--- config.mk ---
export PLATFORM = sky130hd
export DESIGN_NAME = i2c_cfg_sequencer
export DESIGN_NICKNAME = d
export VERILOG_FILES = /design/src/rtl/i2c_cfg_pkg.sv /design/src/rtl/i2c_quarter_tick.sv /design/src/rtl/i2c_cfg_sequencer.sv
export SDC_FILE = /design/constraint.sdc
export NUM_CORES = 1
export LEC_CHECK = 0
export CORE_ASPECT_RATIO = 1.1
export CORE_MARGIN = 10
export CORE_UTILIZATION = 57
export CTS_BUF_LIST = sky130_fd_sc_hd__clkbuf_4 sky130_fd_sc_hd__clkbuf_8
export CTS_CLUSTER_DIAMETER = 200
export DETAILED_ROUTE_END_ITERATION = 10
export GPL_TIMING_DRIVEN = 0
export PLACE_DENSITY = 0.8
export SYNTH_ARGS = -nofsm -noshare
export SYNTH_HDL_FRONTEND = slang
export SYNTH_SLANG_ARGS = --single-unit
export TNS_END_PERCENT = 10
--- constraint.sdc ---
create_clock -name i_clk -period 3.1 [get_ports i_clk]
set_input_delay 0.775 -clock i_clk [delete_from_list [all_inputs] [get_ports i_clk]]
set_output_delay 0.775 -clock i_clk [all_outputs]
set_load 0.05 [all_outputs]
--- src/rtl/i2c_cfg_pkg.sv ---
// i2c_cfg_pkg: shared types, op codes and the codec register-write table
package i2c_cfg_pkg;
  localparam logic [7:0] OP_RESET = 8'd0;
  localparam logic [7:0] OP_AAPC  = 8'd1;
  localparam logic [7:0] OP_DAPC  = 8'd2;
  localparam logic [7:0] OP_PDC   = 8'd3;
  localparam logic [7:0] OP_DAIF  = 8'd4;
  localparam logic [7:0] OP_SC    = 8'd5;
  localparam logic [7:0] OP_AC    = 8'd6;
  typedef enum logic [2:0] {IDLE, START, SHIFT, ACK, STOP, NEXT, DONE} state_e;
  typedef enum logic [1:0] {MODE_SINGLE, MODE_TABLE, MODE_CUSTOM, MODE_RSVD} mode_e;
  // Each word is {7-bit register address, 9-bit value} for the codec
  function automatic logic [15:0] cmd_word(input logic [7:0] op);
    case (op)
      OP_RESET: cmd_word = 16'h1E00;
      OP_AAPC:  cmd_word = 16'h0812;
      OP_DAPC:  cmd_word = 16'h0A00;
      OP_PDC:   cmd_word = 16'h0C00;
      OP_DAIF:  cmd_word = 16'h0E01;
      OP_SC:    cmd_word = 16'h1000;
      OP_AC:    cmd_word = 16'h1201;
      default:  cmd_word = 16'h0000;
    endcase
  endfunction
endpackage

--- src/rtl/i2c_quarter_tick.sv ---
// i2c_quarter_tick: one-cycle tick every CLK_DIV cycles plus 2-bit quarter phase
module i2c_quarter_tick #(
  parameter int CLK_DIV = 4
) (
  input  logic       i_clk,
  input  logic       i_rst,
  input  logic       i_en,
  output logic       o_tick,
  output logic [1:0] o_phase
);
  localparam int CW = $clog2(CLK_DIV);
  logic [CW-1:0] cnt_q, cnt_d;
  logic [1:0] phase_q, phase_d;
  assign o_tick  = i_en && cnt_q == CW'(CLK_DIV - 1);
  assign o_phase = phase_q;
  always_comb begin
    cnt_d   = (!i_en || o_tick) ? '0 : cnt_q + 1'b1;
    phase_d = !i_en ? '0 : phase_q + {1'b0, o_tick};
  end
  always_ff @(posedge i_clk or posedge i_rst) begin
    if (i_rst) begin
      cnt_q   <= '0;
      phase_q <= '0;
    end else begin
      cnt_q   <= cnt_d;
      phase_q <= phase_d;
    end
  end
endmodule

--- src/rtl/i2c_cfg_sequencer.sv ---
// i2c_cfg_sequencer: writes codec command words over I2C as 3-byte frames,
// with NACK retry, whole-table mode and a sticky error flag
module i2c_cfg_sequencer
  import i2c_cfg_pkg::*;
#(
  parameter int         CLK_DIV   = 4,
  parameter logic [6:0] DEV_ADDR  = 7'h1A,
  parameter int         N_CMD     = 7,
  parameter int         MAX_RETRY = 3
) (
  input  logic                     i_clk,
  input  logic                     i_rst,
  input  logic                     i_start,
  input  logic [1:0]               i_mode,
  input  logic [$clog2(N_CMD)-1:0] i_op,
  input  logic [15:0]              i_data,
  input  logic                     i_sdat,
  output logic                     o_busy,
  output logic                     o_finished,
  output logic                     o_error,
  output logic                     o_sclk,
  output logic                     o_sdat,
  output logic                     o_oen
);
  localparam int OPW = $clog2(N_CMD);
  localparam int RW  = $clog2(MAX_RETRY + 2);
  state_e state_q, state_d;
  mode_e mode_q, mode_d;
  logic [OPW-1:0] idx_q, idx_d;
  logic [15:0] data_q, data_d;
  logic [RW-1:0] retry_q, retry_d;
  logic [2:0] bit_q, bit_d;
  logic [1:0] byte_q, byte_d;
  logic nack_q, nack_d, error_q, error_d;
  logic tick, slot_end, more, valid, scl_mid;
  logic [1:0] phase;
  logic [15:0] word;
  logic [7:0] tx_byte;

  i2c_quarter_tick #(.CLK_DIV(CLK_DIV)) u_tick (
    .i_clk   (i_clk),
    .i_rst   (i_rst),
    .i_en    (state_q != IDLE),
    .o_tick  (tick),
    .o_phase (phase)
  );

  assign slot_end = tick && phase == 2'd3;
  assign scl_mid  = phase[0] ^ phase[1];
  assign word     = (mode_q == MODE_CUSTOM) ? data_q : cmd_word(8'(idx_q));
  assign tx_byte  = byte_q == 2'd0 ? {DEV_ADDR, 1'b0} : byte_q == 2'd1 ? word[15:8] : word[7:0];
  assign valid    = i_mode == MODE_TABLE || i_mode == MODE_CUSTOM ||
                    (i_mode == MODE_SINGLE && 32'(i_op) < N_CMD);
  // After STOP: retry on NACK while budget remains, else advance through the table
  assign more     = nack_q ? retry_q < RW'(MAX_RETRY)
                           : (mode_q == MODE_TABLE && idx_q != OPW'(N_CMD - 1));

  always_comb begin
    state_d = state_q;
    mode_d  = mode_q;
    idx_d   = idx_q;
    data_d  = data_q;
    retry_d = retry_q;
    bit_d   = bit_q;
    byte_d  = byte_q;
    nack_d  = nack_q;
    error_d = error_q;
    case (state_q)
      IDLE: if (i_start && valid) begin
        state_d = START;
        mode_d  = mode_e'(i_mode);
        idx_d   = i_mode == MODE_TABLE ? '0 : i_op;
        data_d  = i_data;
        retry_d = '0;
        bit_d   = '0;
        byte_d  = '0;
        nack_d  = 1'b0;
        error_d = 1'b0;
      end
      START: if (slot_end) state_d = SHIFT;
      SHIFT: if (slot_end) begin
        state_d = bit_q == 3'd7 ? ACK : SHIFT;
        bit_d   = bit_q + 3'd1;
      end
      ACK: begin
        if (tick && phase == 2'd1 && i_sdat) nack_d = 1'b1;
        if (slot_end) begin
          state_d = (nack_q || byte_q == 2'd2) ? STOP : SHIFT;
          byte_d  = byte_q + 2'd1;
        end
      end
      STOP: if (slot_end) state_d = NEXT;
      NEXT: if (!more) begin
        state_d = DONE;
        error_d = nack_q;
      end else if (slot_end) begin
        state_d = START;
        byte_d  = '0;
        nack_d  = 1'b0;
        retry_d = nack_q ? retry_q + 1'b1 : '0;
        idx_d   = nack_q ? idx_q : idx_q + 1'b1;
      end
      DONE: state_d = IDLE;
      default: state_d = IDLE;
    endcase
  end

  // START holds SCL high through q2 so SDA can fall under it; STOP mirrors that
  always_comb begin
    o_sclk = 1'b1;
    o_sdat = 1'b1;
    o_oen  = 1'b1;
    case (state_q)
      START: begin
        o_sclk = phase != 2'd3;
        o_sdat = !phase[1];
      end
      SHIFT: begin
        o_sclk = scl_mid;
        o_sdat = tx_byte[3'd7 - bit_q];
      end
      ACK: begin
        o_sclk = scl_mid;
        o_oen  = 1'b0;
      end
      STOP: begin
        o_sclk = phase != 2'd0;
        o_sdat = phase[1];
      end
      default: ;
    endcase
  end

  assign o_busy     = state_q != IDLE;
  assign o_finished = state_q == DONE;
  assign o_error    = error_q;

  always_ff @(posedge i_clk or posedge i_rst) begin
    if (i_rst) begin
      state_q <= IDLE;
      mode_q  <= MODE_SINGLE;
      idx_q   <= '0;
      data_q  <= '0;
      retry_q <= '0;
      bit_q   <= '0;
      byte_q  <= '0;
      nack_q  <= 1'b0;
      error_q <= 1'b0;
    end else begin
      state_q <= state_d;
      mode_q  <= mode_d;
      idx_q   <= idx_d;
      data_q  <= data_d;
      retry_q <= retry_d;
      bit_q   <= bit_d;
      byte_q  <= byte_d;
      nack_q  <= nack_d;
      error_q <= error_d;
    end
  end
endmodule
======== Word level (Yosys, flattened, before mapping) ========
Index checks and enable logic that the tools add are counted.
word-level totals
  input port bits ......................... 25
  flip-flop bits (word level) ............. 38
operators by class
  equality and inequality tests ........... 35
  multiplexer cells ....................... 47
  reductions and logical operators ........ 31
  bitwise gates (word level) .............. 1
  add/sub/neg operators ................... 7
  order comparisons ....................... 3
operators by type and width
  operator               count
  $pmux W13 S7           1
  $mux W3                18
  $ne A2 B2 Y1 const B   11
  $eq A3 B3 Y1 const B   7
  $pmux W3 S2            3
  $pmux W3 S6            1
  $mux W16               1
  $mux W8                2
  $reduce_and A5 Y1      3
  $eq A3 B2 Y1 const B   4
  $mux W2                6
  $eq A2 B2 Y1 const B   5
  $add A3 B1 Y3 const B  3
  $mux W1                9
  $pmux W1 S3            3
  $eq A2 B1 Y1 const B   4
  $logic_and A1 B1 Y1    7
  $eq A3 B1 Y1 const B   2
  $logic_not A3 Y1       2
  $ne A3 B3 Y1 const B   2
  $pmux W2 S3            1
  $reduce_and A3 Y1      2
  $reduce_and A6 Y1      1
  $reduce_bool A2 Y1     3
  other kinds (16)       23

======== Depth between registers and ports, before layout ========
Gate-level depths: netlist of run 1.
  depth after elaboration ................. 8
  gate-level depth with buffers ........... 8
  depth with buffers taken out ............ 7

======== Cells and area by module ========
From an unflattened synthesis of run 1, not the netlist that was laid out.
second synthesis, totals
  cell total of the unflattened synthesis .. 234
  area, all modules ....................... 2444.8 µm²
by module, submodules not included
  module             cells each  area each (µm²)  times used
  i2c_cfg_sequencer  221         2272.2           1
  i2c_quarter_tick   13          172.7            1

======== Worst setup path after synthesis of run 1 ========
No wires, ideal clock.
  path type ............................... reg-to-output
  start point ............................. register idx_q[0]
  end point ............................... output port o_sdat
  path slack .............................. 0.067 ns
  arrival time ............................ 2.258 ns
  cell stages (with the launch flop) ...... 8
  buffers on the path ..................... 0
  cell sequence ........................... dfrtp_1 > inv_1 > ha_1 > inv_1 > a2111oi_2 > nor3_1 > a311o_1 > a311oi_2
on the way
  longest elaborated chain between the ends .. 8
  elaborated cells between the ends (all ways) .. 14
  those cells by class .................... eq/ne: 6; mux: 7; reduce/logical: 1
ends and longest elaborated chain
  what                                  line                      RTL
  from (decl)                           i2c_cfg_sequencer.sv:29   logic [OPW-1:0] idx_q, idx_d;
  from (signal assigned)                i2c_cfg_sequencer.sv:152  idx_q <= idx_d;
  $eq A3 B3 Y1 (tied with other cells)  i2c_cfg_pkg.sv:14         case (op)
  $pmux W13 S7 *                        i2c_cfg_pkg.sv:14
  $mux W16 *                            i2c_cfg_sequencer.sv:50   assign word = (mode_q == MODE_CUSTOM) ? data_q : cmd_word(8'(idx_q));
  $mux W8 * (2 in a row)                i2c_cfg_sequencer.sv:51   assign tx_byte = byte_q == 2'd0 ? {DEV_ADDR, 1'b0} : byte_q == 2'd1 ? word[15:8] : word[7:0];
  $bmux W1 S3 *                         i2c_cfg_sequencer.sv:120  o_sdat = tx_byte[3'd7 - bit_q];
  $mux W1 (not written as such) *       i2c_cfg_sequencer.sv:120
  $pmux W1 S3 *                         i2c_cfg_sequencer.sv:113  case (state_q)
  to (decl)                             i2c_cfg_sequencer.sv:22   output logic o_sdat,
Every way passes the cells marked *; elsewhere a longest branch is shown, timed or not. The select of a mux whose other input is x is not followed.

======== Final worst setup path of run 1 ========
  start point ............................. register byte_q[1]
  end point ............................... output port o_sdat
on the way
  longest elaborated chain between the ends .. 6
  elaborated cells between the ends (all ways) .. 7
  those cells by class .................... eq/ne: 1; mux: 5; reduce/logical: 1
ends and longest elaborated chain
  what                             line                      RTL
  from (decl)                      i2c_cfg_sequencer.sv:33   logic [1:0] byte_q, byte_d;
  from (signal assigned)           i2c_cfg_sequencer.sv:156  byte_q <= byte_d;
  $eq A2 B1 Y1                     i2c_cfg_sequencer.sv:51
  $mux W8                          i2c_cfg_sequencer.sv:51
  $mux W8 *                        i2c_cfg_sequencer.sv:51
  $bmux W1 S3 *                    i2c_cfg_sequencer.sv:120
  $mux W1 (not written as such) *  i2c_cfg_sequencer.sv:120
  $pmux W1 S3 *                    i2c_cfg_sequencer.sv:113
Marked as above.

==> results by group, run 1 <==
Final layout
  • Synth-to-Final Area Change: 24.2%
  • Final nets: roughly 320
  • # diodes: 0
  • Layout cells sized above 1: around 14%
  • Final Cell Area: 2850 um^2

Global route
  • Vias in the first global route: around 1900
  • First-pass GRT wire length: around 9000 um
  • Largest net degree at the start of global routing: 39
  • Total GRT Usage: around 15%
  • Total grt overflow: 0
  • Initial antenna violation count: 0

Clock network
  • Clock buffer depth: 2
  • Total CTS buffers: 5
  • H-Tree Depth: 2
  • Worst-path clk slew: about 0.07 ns
  • Clk_lat worst skew: 0.29 ns
  • CTS Sinks: 38
  • TritonCTS clock tree: built
  • CTS root buf: clkbuf_8

Floorplanning
  • IO Count: 31
  • Row Count: 24
  • Starting Density: slightly below 60%
  • Die Height: ~87 um
  • Core Region: 3930 um^2
  • Die area: around 7000 um^2
  • Die width: approximately 80 um

Job
  • Max Cap Violations: 0

Power
  • Maximum VDD drop: roughly 0.45 mV
  • Design Power: between 2 and 3 mW
  • Clock power share: approximately 14%
  • Int Power: 1.46 mW
  • Sequential share of power: between 30% and 40%
  • Power density over cell area: 880 nW/um^2
  • Comb pwr share: roughly 51%
  • Pleak: around 1.2 nW
  • P_sw: roughly 1.0 mW
  • Sw frac: 41.9%

STA
  • Hold Violations, Final: 0
  • Slew Limit Headroom: a little under half
  • Hold Slack: about 0.46 ns
  • Fmax achieved: between 0.3 and 0.4 GHz
  • Final period utilization: 99.2%
  • Fin crit period: around 3.1 ns
  • RSZ-0062 raised after global routing: true
  • Final setup vio count: 0
  • Slew @ Worst Pin: just over 0.8 ns
  • Final Max Slew Viols: 0
  • Setup Skew: roughly 0.0016 ns

Worst setup path
  • Crit Path Max Fanout: 8
  • CP Launch Type: flop
  • Req. time, crit path: around 2.3 ns
  • Kind of critical path: reg -> out
  • Crit path capture type: output pin
  • Crit path DAT: between 2 and 2.5 ns

Yosys
  • Largest area contributor in the netlist: dfrtp_1
  • Post-Synthesis Cells: approximately 230
  • Syn Area/Cell: slightly below 10 um^2
  • Yosys warning total: 0
  • Synth top area share: 41.5%
  • Post-synthesis sequential area ratio: between 40% and 50%
  • Dominant synthesized flop cell: dfrtp_1
  • Synthesized flop and latch total: 38
  • Post-synth ARST share: between 90% and 100%
  • Syn Nets: around 270
  • Synth Cell Area: roughly 2300 um^2
  • Synth cell types: 48
  • Synth area leaders: dfrtp_1 (41%), ha_1 (9.3%), mux2_1 (8.8%), nand2_1 (3.1%), inv_1 (2.8%)
  • EDFF count, synth: 0

Detailed routing
  • DR vias/cell: 5.99
  • Via count: 1948
  • DRT iter0 DRCs: approximately 120
  • Drt wl/cell: 16.6 um
  • Residual DRC: 0
  • DRT Pass-1 Iters: 5
  • Total wire length: roughly 5400 um
  • Detail Route Antenna Nets: 0

Placed design
  • GPL Wtd Cong: between 0.8 and 0.9
  • Placed instance area: 2660 um^2
  • Hpwl dp: 3890 um
  • PortBufs: 30

Status
  • Outcome: completed

Worst hold path
  • Min-delay worst type: reg -> reg
what timing repair did:
action / in CTS / in global routing
setup buffers: 6 / 0
endpoints found under the setup margin: 1 / 1
pin swaps: 4 / 1
resized for setup: 18 / 4
hold buffers: 0 / 0
cells in the final DEF (no fill, tap or decap), types with 5 or more instances in the layout:
| cell | netlist | layout |
|---|---|---|
| o21ai_0 | 9 | 9 |
| buf_2 | 6 | 5 |
| inv_1 | 17 | 13 |
| clkbuf_8 | 0 | 6 |
| nand3_1 | 6 | 6 |
| nor3_1 | 7 | 7 |
| o21ai_1 | 9 | 9 |
| nand2_1 | 19 | 19 |
| nand2b_1 | 6 | 6 |
| mux2_1 | 18 | 18 |
| inv_2 | 1 | 5 |
| a21oi_1 | 9 | 9 |
| dfrtp_1 | 38 | 38 |
| clkdlybuf4s50_1 | 0 | 29 |
| buf_4 | 2 | 8 |
| ha_1 | 17 | 14 |
| nor2b_1 | 6 | 5 |
| nor2_1 | 12 | 12 |
cells in the mapped netlist (7+ instances only):
| master | count |
|---|---|
| nand2_1 | 19 |
| nor3_1 | 7 |
| inv_1 | 17 |
| dfrtp_1 | 38 |
| o21ai_0 | 9 |
| mux2_1 | 18 |
| nor2_1 | 12 |
| ha_1 | 17 |
| o21ai_1 | 9 |
| a21oi_1 | 9 |
power groups by stage:
stage	clock network [mW]	logic, mW	registers (mW)
after global routing	0.363	1.40	0.914
after detailed placement	0	1.12	0.890
after global placement	0	1.09	0.876
after floorplan	0	0.842	0.847
after CTS	0.343	1.24	0.875
final	0.340	1.28	0.884
cell type report:
cell class | instances | area, um^2
multi-input combinational | 164 | 1260
timing repair buffer | 36 | 347
inverter | 18 | 67.6
buffer | 11 | 70.1
tap | 52 | 65.1
clock buffer | 6 | 82.6
fill | 287 | 1090
sequential | 38 | 951
registers in the layout, summed over array words and instances, names as in the netlist:
| name | cells |
|---|---|
| byte_q | 2 |
| idx_q | 3 |
| mode_q | 2 |
| nack_q | 1 |
| retry_q | 3 |
| data_q | 16 |
| o_error | 1 |
| u_tick.o_phase | 2 |
| state_q | 3 |
| bit_q | 3 |
| u_tick.cnt_q | 2 |
critical path, stage by stage (launching register included):
cell	delay, ns
dfrtp_1	0.38
inv_1	0.11
ha_2	0.20
buf_6	0.13
o21ai_0	0.10
o22a_1	0.23
a311o_1	0.38
a311oi_2	0.26
buf_6	0.20
metrics by stage:
| step | TNS, ns | util, % | setup WS, ns | std cells |
|---|---|---|---|---|
| after floorplan | 0 | - | 0.0674 | 231 |
| after global placement | -0.380 | 67.6 | -0.380 | 313 |
| after detailed placement | -0.398 | 67.6 | -0.398 | 313 |
| after CTS | 0 | 71.8 | 0.0185 | 325 |
| after global routing | -0.0582 | 72.4 | -0.0582 | 325 |
| final | 0 | 72.4 | 0.0255 | 325 |
metal layers:
metal	vias to the layer above	routed length, um	GRT usage [%]
li1	913	-	-
met1	957	2350	19.4
met2	68	2680	25.1
met3	10	276	3.93
met4	0	97	5.29
met5	-	0	0
logic make-up (layout without fill, tap and decap cells):
family,Yosys count,after routing,share of synthesized area [%]
adder cells (fa/ha/maj),17,17,9.27
flip-flops,38,38,41.5
AND/OR/NAND/NOR,69,69,15.6
AO/OA/AOI/OAI,55,55,16.4
multiplexers,22,22,11.1
buffers and inverters,29,71,5.73
XOR/XNOR,1,1,0.382
path summary, 6_finish.rpt:
path / start / endpoint / slack, ns / cells after the start
worst max-delay path: byte_q[1]$_DFFE_PP0P_ / o_sdat / 0.03 / 8
worst min-delay path: u_tick.cnt_q[0]$_DFF_PP0_ / u_tick.cnt_q[0]$_DFF_PP0_ / 0.46 / 1
worst max register to register: idx_q[1]$_DFFE_PP0P_ / idx_q[2]$_DFFE_PP0P_ / 1.01 / 8
worst min register to register: u_tick.cnt_q[0]$_DFF_PP0_ / u_tick.cnt_q[0]$_DFF_PP0_ / 0.46 / 1
max in group asynchronous: i_rst / state_q[1]$_DFFE_PP0P_ / 1.62 / 2
min in group asynchronous: i_rst / data_q[6]$_DFFE_PP0P_ / 0.97 / 2
Power figures use the tool's default switching activity.
==> run 2: changes to the inputs <==
--- a/config.mk
+++ b/config.mk
@@ -6,13 +6,13 @@
 export NUM_CORES = 1
 export LEC_CHECK = 0
 export CORE_ASPECT_RATIO = 1.1
-export CORE_MARGIN = 10
-export CORE_UTILIZATION = 57
+export CORE_MARGIN = 5
+export CORE_UTILIZATION = 45
 export CTS_BUF_LIST = sky130_fd_sc_hd__clkbuf_4 sky130_fd_sc_hd__clkbuf_8
 export CTS_CLUSTER_DIAMETER = 200
 export DETAILED_ROUTE_END_ITERATION = 10
 export GPL_TIMING_DRIVEN = 0
-export PLACE_DENSITY = 0.8
+export PLACE_DENSITY = 0.65
 export SYNTH_ARGS = -nofsm -noshare
 export SYNTH_HDL_FRONTEND = slang
 export SYNTH_SLANG_ARGS = --single-unit
==> results by group, run 2 (same netlist as run 1, synthesis figures left out) <==
Status
  • Outcome: completed

Clock network
  • Total CTS buffers: 5
  • H-Tree Depth: 2
  • Clock buffer depth: 2
  • Clk_lat worst skew: roughly 0.29 ns
  • Worst-path clk slew: ~0.08 ns
  • CTS root buf: clkbuf_8
  • CTS Sinks: 38
  • TritonCTS clock tree: built

Final layout
  • Most common cell after layout, fill and taps aside: dfrtp_1
  • Most frequent cells in the layout: dfrtp_1 (38), clkdlybuf4s50_1 (29), nand2_1 (19), mux2_1 (18), ha_1 (13)
  • Layout cells sized above 1: 15.6%
  • Max reg flops: 16
  • Top reg by flops: data_q
  • Final nets: 317
  • Synth-to-Final Area Change: 28.3%
  • Fill count: about 420
  • Non-filler cells, final: 334
  • Final core utilization: about three fifths
  • Final Cell Area: 2940 um^2
  • # diodes: 0

Worst setup path
  • Kind of critical path: reg -> out
  • Cell count along the critical path: 7
  • Reg2reg setup slack: approximately 1.1 ns
  • CP max stage delay: ~0.41 ns
  • Crit-path leading delay family: compound AO/OA/AOI/OAI gates
  • Crit path DAT: around 2.2 ns
  • Crit path capture type: output pin
  • Crit Path Max Fanout: 4
  • Reg2reg path depth: 8
  • Worst path slowest cell: dfrtp_1
  • Buf/Inv on CP: 1
  • CP Launch Type: flop
  • Origin of the critical flop-to-flop path: idx_q[0]$_DFFE_PP0P_
  • Req. time, crit path: 2.32 ns
  • Critical-path cell list: ha_2, nor2b_2, nor3_1, o22a_1, a311o_1, a311oi_2, buf_6
  • Reg2reg end: idx_q[2]$_DFFE_PP0P_

Placed design
  • PortBufs: 30
  • GPL Wtd Cong: just over 0.8
  • Placed instance area: approximately 2700 um^2
  • Hpwl dp: between 3000 and 4000 um
  • Placed cells: about 320

Detailed routing
  • Via count: around 1900
  • Total wire length: around 5100 um
  • DRT iter0 DRCs: between 100 and 150
  • Detail Route Antenna Nets: 0
  • Drt wl/cell: 15.2 um
  • DRT Pass-1 Iters: 4
  • Residual DRC: 0
  • DR vias/cell: around 5.5

STA
  • TNS Setup: 0 ns
  • Slew Limit Headroom: between 40% and 50%
  • Hold Slack: roughly 0.44 ns
  • Hold Violations, Final: 0
  • Fin crit period: ~3 ns
  • Slew @ Worst Pin: roughly 0.80 ns
  • Final period utilization: between 90% and 100%
  • Fmax achieved: about 0.33 GHz
  • Setup Skew: roughly 0.0068 ns
  • Final setup vio count: 0
  • Final Max Slew Viols: 0

Floorplanning
  • Row Count: 27
  • Die area: 6630 um^2
  • Die Height: approximately 85 um
  • IO Count: 31
  • Die width: approximately 80 um
  • Core Region: 4970 um^2
  • Starting Density: a little under half

Global route
  • Largest net degree at the start of global routing: 39
  • Total GRT Usage: 15.9%
  • Vias in the first global route: about 1900
  • Initial antenna violation count: 0
  • First-pass GRT wire length: between 8000 and 9000 um
  • Total grt overflow: 0

Worst hold path
  • Hold_sp: u_tick.cnt_q[0]$_DFF_PP0_
  • Min-delay worst type: reg -> reg
  • Worst Hold End: u_tick.cnt_q[0]$_DFF_PP0_
  • Hold Crit Depth: 1

Power
  • Power density over cell area: roughly 900 nW/um^2
  • Maximum VDD drop: just over 0.5 mV
  • Pleak: between 1 and 1.5 nW

Job
  • Max Cap Violations: 0
run 2: cell types whose count changed in the layout (fill, tap and decap cells not counted), sizes merged:
cell | previous run | this run
bufinv | 0 | 2
buf | 16 | 17
run 2: area by class of cell:
type	count	area [um^2]	area share, %
multi-input cells	164	1280	43.5
flip-flops and latches	38	951	32.3
repair buffers	37	354	12.0
clock buffers	6	82.6	2.81
plain buffers	11	73.8	2.51
well taps	58	72.6	2.47
inverters	18	67.6	2.30
clock inverters	2	60.1	2.04
run 2: worst register-to-register path: cells and delay by family, from the launching register on:
family                     cells  cell delay, ns
buffers and inverters          2            0.29
DFF                            1            0.39
AOI/OAI and AO/OA              5            0.94
adders and majority gates      1            0.26
run 2: through the flow:
step | power (mW) | worst slack (ns)
6_report | 2.70 | 0.100
5_1_grt | 2.91 | -0.0377
3_3_place_gp | 1.98 | -0.381
2_1_floorplan | 1.69 | 0.0674
4_1_cts | 2.58 | 0.00556
3_5_place_dp | 2.00 | -0.366
run 2: how the worst max path moves through the flow:
stage / start / to / slack (ns)
3_5_place_dp: idx_q[0]$_DFFE_PP0P_ / o_sdat / -0.37
2_1_floorplan: idx_q[0]$_DFFE_PP0P_ / o_sdat / 0.07
3_3_place_gp: idx_q[0]$_DFFE_PP0P_ / o_sdat / -0.38
4_1_cts: byte_q[0]$_DFFE_PP0P_ / o_sdat / 0.006
5_1_grt: byte_q[0]$_DFFE_PP0P_ / o_sdat / -0.04
6_report: idx_q[1]$_DFFE_PP0P_ / o_sdat / 0.10
run 2: layer usage:
metal | wire length (um) | GRT usage [%] | up-vias
li1 | - | - | 922
met1 | 2280 | 20.7 | 878
met2 | 2490 | 25.8 | 44
met3 | 238 | 3.50 | 7
met4 | 78 | 5.84 | 0
met5 | 0 | 0 | -
run 2: power by group:
part           total, mW  internal [mW]  leakage (nW)  switching, mW
registers          0.876          0.709         0.474          0.167
logic               1.30          0.604         0.715          0.700
clock network      0.520          0.343        0.0714          0.177
total               2.70           1.66          1.26           1.04
run 2: timing repair:
action | in CTS | in global routing
hold buffers | 0 | 0
buffers inserted | 2 | 5
setup endpoints to repair | 1 | 1
gates resized for setup | 13 | 13
pin swaps | 1 | 3
endpoints found under the hold margin | 0 | 0
==> run 3: changes to the inputs <==
--- a/config.mk
+++ b/config.mk
@@ -11,8 +11,9 @@
 export CTS_BUF_LIST = sky130_fd_sc_hd__clkbuf_4 sky130_fd_sc_hd__clkbuf_8
 export CTS_CLUSTER_DIAMETER = 200
 export DETAILED_ROUTE_END_ITERATION = 10
+export DONT_BUFFER_PORTS = 1
 export GPL_TIMING_DRIVEN = 0
-export PLACE_DENSITY = 0.65
+export PLACE_DENSITY = 0.58
 export SYNTH_ARGS = -nofsm -noshare
 export SYNTH_HDL_FRONTEND = slang
 export SYNTH_SLANG_ARGS = --single-unit
==> results by group, run 3 (same netlist as run 1, synthesis figures left out) <==
Status
  • Outcome: finished, violations left
  • Failing checks: negative setup slack

Worst setup path
  • CP Launch Type: flop
  • Crit path capture type: output pin
  • Crit path DAT: about 2.4 ns
  • Kind of critical path: reg -> out
  • Req. time, crit path: 2.32 ns
  • Crit-path leading delay family: compound AO/OA/AOI/OAI gates
  • Critical-path cell list: ha_4, buf_6, buf_4, nor2_1, a31oi_1, o311a_1, a311oi_4
  • CP max stage delay: around 0.65 ns
  • Worst path slowest cell: a311oi_4
  • Buf/Inv on CP: 2
  • Crit Path Max Fanout: 6

Final layout
  • Most frequent cells in the layout: dfrtp_1 (38), nand2_1 (19), mux2_1 (18), ha_1 (14)
  • Layout cells sized above 1: about 16%
  • Most common cell after layout, fill and taps aside: dfrtp_1
  • Max reg flops: 16
  • # diodes: 0
  • Synth-to-Final Area Change: 13.6%
  • Final core utilization: between 50% and 60%
  • Top reg by flops: data_q
  • Fill count: 454
  • Final nets: ~290

STA
  • Final Max Slew Viols: 0
  • Hold Slack: ~0.44 ns
  • Hold Violations, Final: 0
  • Final period utilization: 102%
  • Final setup vio count: 1
  • RSZ-0062 raised after global routing: true
  • PnR worst setup slack: -0.0637 ns
  • Fmax achieved: 0.316 GHz
  • Fin crit period: approximately 3.2 ns
  • Slew @ Worst Pin: roughly 0.96 ns
  • Slew Limit Headroom: around 36%
  • Setup Skew: around 0.0058 ns

Global route
  • Total grt overflow: 0
  • Initial antenna violation count: 0
  • Largest net degree at the start of global routing: 39
  • Vias in the first global route: 1723
  • Total GRT Usage: 15.5%
  • First-pass GRT wire length: a little over 8000 um

Floorplanning
  • Starting Density: 46.2%
  • Die Height: between 80 and 90 um
  • Die area: roughly 6600 um^2
  • IO Count: 31
  • Die width: ~78 um
  • Core Region: between 4000 and 5000 um^2
  • Row Count: 27

Clock network
  • TritonCTS clock tree: built
  • Hold_buf cts: 0
  • H-Tree Depth: 2
  • Clk_lat worst skew: 0.29 ns
  • CTS root buf: clkbuf_8
  • Clock buffer depth: 2
  • CTS Sinks: 38
  • Total CTS buffers: 5
  • Worst-path clk slew: 0.07 ns

Placed design
  • Hpwl dp: around 3600 um
  • GPL Wtd Cong: 0.802
  • PortBufs: 0

Detailed routing
  • DR vias/cell: 5.82
  • Residual DRC: 0
  • DRT iter0 DRCs: between 100 and 150
  • Total wire length: between 5000 and 6000 um
  • Via count: roughly 1800
  • Drt wl/cell: between 15 and 20 um
  • Detail Route Antenna Nets: 0
  • DRT Pass-1 Iters: 4

Power
  • Power density over cell area: 963 nW/um^2
  • Sequential share of power: a little over a third
  • Clock power share: 17.2%
  • Comb pwr share: ~47%
  • Pleak: 1.12 nW
  • P_sw: 1.03 mW
  • Int Power: ~1.5 mW
  • Maximum VDD drop: about 0.4 mV
  • Sw frac: 41.0%

Job
  • Max Cap Violations: 0

Worst hold path
  • Min-delay worst type: reg -> reg
-- run 3: metal layers --
metal / share of wire (%) / wire [um] / GRT usage, % / vias up
li1: - / - / - / 850
met1: 47 / 2380 / 21.2 / 851
met2: 46 / 2330 / 24.1 / 45
met3: 5.1 / 259 / 3.72 / 6
met4: 1.3 / 64 / 4.61 / 0
met5: 0 / 0 / 0 / -
-- run 3: area by class of cell --
class | count | area, um^2 | share of cell area, %
repair buffers | 5 | 37.5 | 1.44
multi-input cells | 164 | 1290 | 49.7
flip-flops and latches | 38 | 951 | 36.5
inverters | 18 | 67.6 | 2.59
well taps | 58 | 72.6 | 2.79
plain buffers | 11 | 70.1 | 2.69
clock buffers | 6 | 82.6 | 3.17
clock inverters | 1 | 30.0 | 1.15
-- run 3: worst register-to-register path, stage by stage (launching register included) --
cell and delay [ns]:
dfrtp_1 0.39, inv_2 0.09, ha_1 0.25, a211oi_1 0.36, a32o_1 0.23, a31oi_1 0.14, a21oi_1 0.30, o22ai_1 0.13
-- run 3: final timing paths --
check                                          start                         to  slack, ns  cells after the start
min                        u_tick.cnt_q[0]$_DFF_PP0_  u_tick.cnt_q[0]$_DFF_PP0_       0.44                      1
max                            byte_q[0]$_DFFE_PP0P_                     o_sdat      -0.06                      7
min in group asynchronous                      i_rst      data_q[5]$_DFFE_PP0P_       0.51                      1
min reg2reg                u_tick.cnt_q[0]$_DFF_PP0_  u_tick.cnt_q[0]$_DFF_PP0_       0.44                      1
max in group asynchronous                      i_rst     state_q[0]$_DFFE_PP0P_       2.08                      1
max reg2reg                     idx_q[0]$_DFFE_PP0P_       idx_q[0]$_DFFE_PP0P_       1.10                      7
-- run 3: per-stage QoR --
stage,setup TNS (ns),area [um^2],instances,worst slack (ns),power [mW]
5_1_grt,-0.157,2610,301,-0.157,2.70
3_5_place_dp,-0.156,2370,289,-0.156,1.92
3_3_place_gp,-0.158,2370,289,-0.158,1.89
2_1_floorplan,0,2290,231,0.0674,1.69
6_report,-0.0637,2610,301,-0.0637,2.51
4_1_cts,-0.100,2580,301,-0.100,2.48
-- run 3: power groups by stage --
stage | Clock (mW) | Combinational, mW | Sequential [mW]
after floorplan | 0 | 0.842 | 0.847
after global placement | 0 | 1.00 | 0.891
after detailed placement | 0 | 1.02 | 0.896
after CTS | 0.443 | 1.15 | 0.886
after global routing | 0.465 | 1.31 | 0.925
final | 0.431 | 1.18 | 0.893
-- run 3: timing repair --
item | in CTS | in global routing
setup endpoints to repair | 1 | 1
pin swaps | 2 | 1
resized for setup | 13 | 6
setup buffers | 5 | 0
